## src/rtl/lsu_pkg.sv

```systemverilog
// lsu_pkg: FSM state encoding and byte-lane widths shared by the load/store unit.
package lsu_pkg;
    typedef enum logic [1:0] {
        IDLE   = 2'd0,
        ACCESS = 2'd1,
        RMW_WR = 2'd2,
        RESP   = 2'd3
    } state_t;
    localparam int BYTE_W = 8;
    localparam int WORD_W = 32;
endpackage

```

## src/rtl/lsu_data_align.sv

```systemverilog
// lsu_data_align: load extraction/zero-extension/rotation, byte-store merge, eff_addr alignment.
// LSU_ROTATE_EN enables ARM-style rotated word loads and word-aligned word accesses.
module lsu_data_align import lsu_pkg::*; (
    input  logic [WORD_W-1:0]        req_addr,
    input  logic                     req_byte,
    input  logic                     byte_sel,
    input  logic [1:0]               shift,
    input  logic [WORD_W-1:0]        read_data,
    input  logic [WORD_W-BYTE_W-1:0] hold,
    input  logic [BYTE_W-1:0]        wbyte,
    output logic [WORD_W-1:0]        eff_addr,
    output logic [WORD_W-1:0]        load_data,
    output logic [WORD_W-1:0]        merge_data
);
`ifdef LSU_ROTATE_EN
    localparam bit ROTATE = 1'b1;
`else
    localparam bit ROTATE = 1'b0;
`endif
    logic [5:0]        amt;
    logic [WORD_W-1:0] rotated;
    assign amt        = {1'b0, (ROTATE ? shift : 2'd0), 3'b000};
    // a zero amount shifts the left term out entirely, leaving the word untouched
    assign rotated    = (read_data >> amt) | (read_data << (6'd32 - amt));
    assign eff_addr   = (ROTATE && !req_byte) ? {req_addr[WORD_W-1:2], 2'b00} : req_addr;
    assign load_data  = byte_sel ? {{(WORD_W-BYTE_W){1'b0}}, read_data[BYTE_W-1:0]} : rotated;
    assign merge_data = {hold, wbyte};
endmodule

```

## src/rtl/load_store_unit.sv

```systemverilog
// load_store_unit: single-outstanding load/store initiator; byte stores done as read-modify-write.
// Optional LSU_ROTATE_EN (see lsu_data_align) aligns word accesses and rotates word loads.
module load_store_unit import lsu_pkg::*; #(
    parameter int MEM_BYTES = 1024
) (
    input  logic              clk,
    input  logic              mem_reset,
    input  logic              req_valid,
    output logic              req_ready,
    input  logic              req_write,
    input  logic              req_byte,
    input  logic [WORD_W-1:0] req_addr,
    input  logic [WORD_W-1:0] req_wdata,
    output logic              resp_valid,
    output logic [WORD_W-1:0] resp_rdata,
    output logic              resp_fault,
    output logic [WORD_W-1:0] mem_address,
    output logic              mem_write_en,
    output logic [WORD_W-1:0] mem_write_data,
    input  logic [WORD_W-1:0] mem_read_data
);
    localparam logic [WORD_W-1:0] LIMIT = WORD_W'(MEM_BYTES - 3);
    state_t                   state, state_nx;
    logic                     wr, byt, fault, word_wr;
    logic [1:0]               shift;
    logic [WORD_W-1:0]        wdata, eff_addr, load_data, merge_data;
    logic [WORD_W-BYTE_W-1:0] hold;
    lsu_data_align u_align (
        .req_addr   (req_addr),
        .req_byte   (req_byte),
        .byte_sel   (byt),
        .shift      (shift),
        .read_data  (mem_read_data),
        .hold       (hold),
        .wbyte      (wdata[BYTE_W-1:0]),
        .eff_addr   (eff_addr),
        .load_data  (load_data),
        .merge_data (merge_data)
    );
    always_ff @(posedge clk) begin
        if (mem_reset) state <= IDLE;
        else           state <= state_nx;
    end
    always_comb begin
        state_nx = state == IDLE   ? (req_valid ? ACCESS : IDLE) :
                   state == ACCESS ? ((wr && byt && !fault) ? RMW_WR : RESP) :
                   state == RMW_WR ? RESP : IDLE;
    end
    assign req_ready      = state == IDLE;
    assign resp_valid     = state == RESP;
    assign resp_fault     = fault;
    assign word_wr        = state == ACCESS && wr && !byt && !fault;
    // reset must never let a half-finished RMW reach the memory
    assign mem_write_en   = !mem_reset && (word_wr || state == RMW_WR);
    assign mem_write_data = state == RMW_WR ? merge_data : word_wr ? wdata : '0;
    always_ff @(posedge clk) begin
        if (mem_reset) begin
            wr          <= 1'b0;
            byt         <= 1'b0;
            fault       <= 1'b0;
            shift       <= 2'd0;
            wdata       <= '0;
            hold        <= '0;
            resp_rdata  <= '0;
            mem_address <= '0;
        end else begin
            if (state == IDLE && req_valid) begin
                wr          <= req_write;
                byt         <= req_byte;
                shift       <= req_addr[1:0];
                wdata       <= req_wdata;
                mem_address <= eff_addr;
                fault       <= eff_addr >= LIMIT;
                resp_rdata  <= '0;
            end
            if (state == ACCESS) begin
                hold       <= mem_read_data[WORD_W-1:BYTE_W];
                resp_rdata <= (wr || fault) ? '0 : load_data;
            end
        end
    end
endmodule

```

## config.mk

```make
export PLATFORM = sky130hd
export DESIGN_NAME = load_store_unit
export DESIGN_NICKNAME = d
export VERILOG_FILES = /design/src/rtl/lsu_pkg.sv /design/src/rtl/lsu_data_align.sv /design/src/rtl/load_store_unit.sv
export SDC_FILE = /design/constraint.sdc
export NUM_CORES = 1
export LEC_CHECK = 0
export CAP_MARGIN = 20
export CORE_MARGIN = 3
export CORE_UTILIZATION = 47
export DETAILED_ROUTE_END_ITERATION = 12
export GPL_TIMING_DRIVEN = 0
export PLACE_DENSITY_LB_ADDON = 0.05
export SLEW_MARGIN = 20
export SYNTH_ARGS = -nofsm -noshare
export SYNTH_HDL_FRONTEND = slang
export SYNTH_SLANG_ARGS = --single-unit
```

## constraint.sdc

```tcl
create_clock -name clk -period 3.4 [get_ports clk]
set_input_delay 0.34 -clock clk [delete_from_list [all_inputs] [get_ports clk]]
set_output_delay 0.34 -clock clk [all_outputs]
set_load 0.005 [all_outputs]
```

==> metrics.cfg <==
[timing]
period_share_pct = 83.1
tightest_slew_ps = 713
hold_slack_ps = 374
fin_setup_tns_ps = 0
fmax_ghz = 0.354
skew_ps = 5.32
slew-limit-headroom_pct = 52.5
hold_violations = 0
min_period_ps = 2830
rsz0062_at_grt = no
setup_viol = 0
slew_viol_final = 0

[drt]
avgRoutedWirePerCell_microns = 16.2
avgViaCountPerCell = 5.22
drtIter0Drc = 217
remaining_drc_errors = 0
drt_wl_total_microns = 15600
ant_nets = 0
vias = 5020
drt-pass1-iter-count = 4

[cells_and_area]
layout_commonest_cell = clkdlybuf4s50_1
final_cell_mix = clkdlybuf4s50_1, nand2_1, dfxtp_1, a21oi_1, nor2_1
regArea_sq_um = 2500
synthToLayoutAreaGrowth_pct = 55.0
final_layout_size_suffix_gt1_share_pct = 7.99
antenna_cells = 0
multi_input_area_sq_um = 2290
nNetsFinal = 918
fillers = 771

[critical_path]
crit_fanout = 10
required_ps = 3060
startpoint = state[0]
reg2reg_to = wdata[8]
crit_arrival_ps = 2490
path_class = flip-flop to output pin
endpoint = mem_write_data[22]
r2r-start = state[0]
cp-end-kind = output pin
cp-start-kind = flip-flop
ff2ff_path_depth = 7
ff2ff_setup_slack_ps = 1560

[power_and_ir_drop]
p_per_area_nw_per_um2 = 509
switchingPower_mw = 0.979
p_leak_nw = 2.80
switching_share_pct = 24.6
p_int_mw = 2.99
clockPowerShare_pct = 46.0
seq_power_share_pct = 40.2
ir_drop_mv = 0.355
power_frac_comb_pct = 13.8

[cts]
cts_root_buf = clkbuf_8
cts-buffers-inserted = 17
clockBufferDepth = 2
cts_tree = built
path_clk_slew_ps = 60
cts-htree-levels = 4
hold_buffers = 0
postCtsSetupRepairBufs = 0
ctsResizeCount = 0
clk_latency_ps = 510
clock_sinks = 125

[logic_synthesis]
synth_cells = 595
synth_area_sq_um = 5030
synth_nets = 700
synth.area.top_cells = dfxtp_1, nand2_1, mux2i_1
syn_avg_cell_area_sq_um = 8.46
yosys.area.top_type = dfxtp_1
synth_cell_types = 29
ys_seq_area_share_pct = 49.7
synth_seq_cells = 125
synth_top_area_share_pct = 49.7
yosys_warnings = 0

[worst_hold_path]
min_path_type = primary input to flip-flop

[placed_design]
post-dp-hpwl_microns = 11600
io_buffers = 199
gp_congestion = 0.873

[global_route]
grt.overflow.total = 0
grt_pass1_vias = 5000
track_usage_pct = 26.2
antenna_found_initial = 0
grt_max_degree = 17
grt_pass1_wl_microns = 24300

[floorplanning]
row_count = 37
dieArea_sq_um = 12000
start_util_pct = 48.6
fp.coreArea_sq_um = 10400
die_h_microns = 110
ios = 201
die_w_microns = 110

[run]
maxCapViolCount = 0

[outcome]
run_status = finished clean

-- power by group through the flow --
stage	sequential [mW]	clock, mW	combinational [mW]
after floorplan	1.62	0	0.250
after global placement	1.62	0	0.530
after detailed placement	1.63	0	0.542
after CTS	1.60	1.84	0.549
after global routing	1.61	1.92	0.599
final	1.60	1.83	0.547
-- synthesized netlist by cell type, drive strengths merged --
cell    count
a21oi      92
a22oi       8
a311oi      1
and2        1
and4        1
and4b       1
and4bb      1
buf        30
clkbuf     18
dfxtp     125
ha          4
inv         2
mux2i      48
nand2     133
nand3      24
nand3b     24
nand4       2
nor2       61
nor2b       8
nor3        1
nor3b       2
nor4        5
or3         2
or4         1
-- cells by family (layout without fill, tap and decap cells) --
kind of cell / after synthesis / after routing / synth area share, %
AND/OR/NAND/NOR: 267 / 267 / 24.3
flip-flops: 125 / 125 / 49.7
AO/OA/AOI/OAI: 101 / 101 / 10.6
buffers and inverters: 50 / 281 / 4.90
multiplexers: 48 / 48 / 9.54
adder cells (fa/ha/maj): 4 / 4 / 0.994
-- sequential cells by signal, indices dropped and copies added (netlist names) --
name and cells:
state 2, wdata 32, mem_address 32, wr 1, resp_rdata 32, resp_fault 1
hold 24, byt 1
-- per-layer routing --
layer | up-vias | global-route usage [%] | wire (microns)
met5 | - | 0 | 0
met4 | 0 | 8.82 | 325
met3 | 28 | 9.16 | 1260
met1 | 2387 | 28.9 | 5980
met2 | 172 | 46.6 | 8040
li1 | 2433 | - | -
-- worst min-delay path by stage --
stage	to	slack [ps]	cells past startpoint	startpoint
3_3_place_gp	wdata[0]	440	2	wdata[0]
4_1_cts	wdata[25]	360	3	req_wdata[25]
6_report	wdata[25]	370	3	req_wdata[25]
2_1_floorplan	wdata[0]	430	2	wdata[0]
5_1_grt	wdata[27]	370	3	req_wdata[27]
3_5_place_dp	wdata[2]	440	2	wdata[2]
-- critical path, cell delays in order, from the launching register on --
cell,delay (ps)
dfxtp_1,330
inv_1,90
ha_1,140
buf_2,240
buf_2,360
mux2i_1,140
nor2_1,140
clkdlybuf4s50_1,520
-- final cells by class --
cell class,count,area share (%)
Tap cell,136,2.18
Timing Repair Buffer,199,25.5
Buffer,48,3.06
Inverter,2,0.0962
Sequential cell,125,32.1
Multi-Input combinational cell,420,29.3
Clock buffer,19,5.66
Clock inverter,13,2.12
-- metrics by stage --
stage               utilization, %  power, mW  instances  instance area, sq um  worst slack, ps
floorplan                        -       1.87        595                  5030             1830
global route                  75.3       4.12        962                  7800              454
finish                        75.3       3.97        962                  7800              574
detailed placement            69.4       2.17        930                  7200             1150
CTS                           75.3       3.99        962                  7800              552
global placement              69.4       2.15        930                  7200             1190
Power figures use the tool's default switching activity.
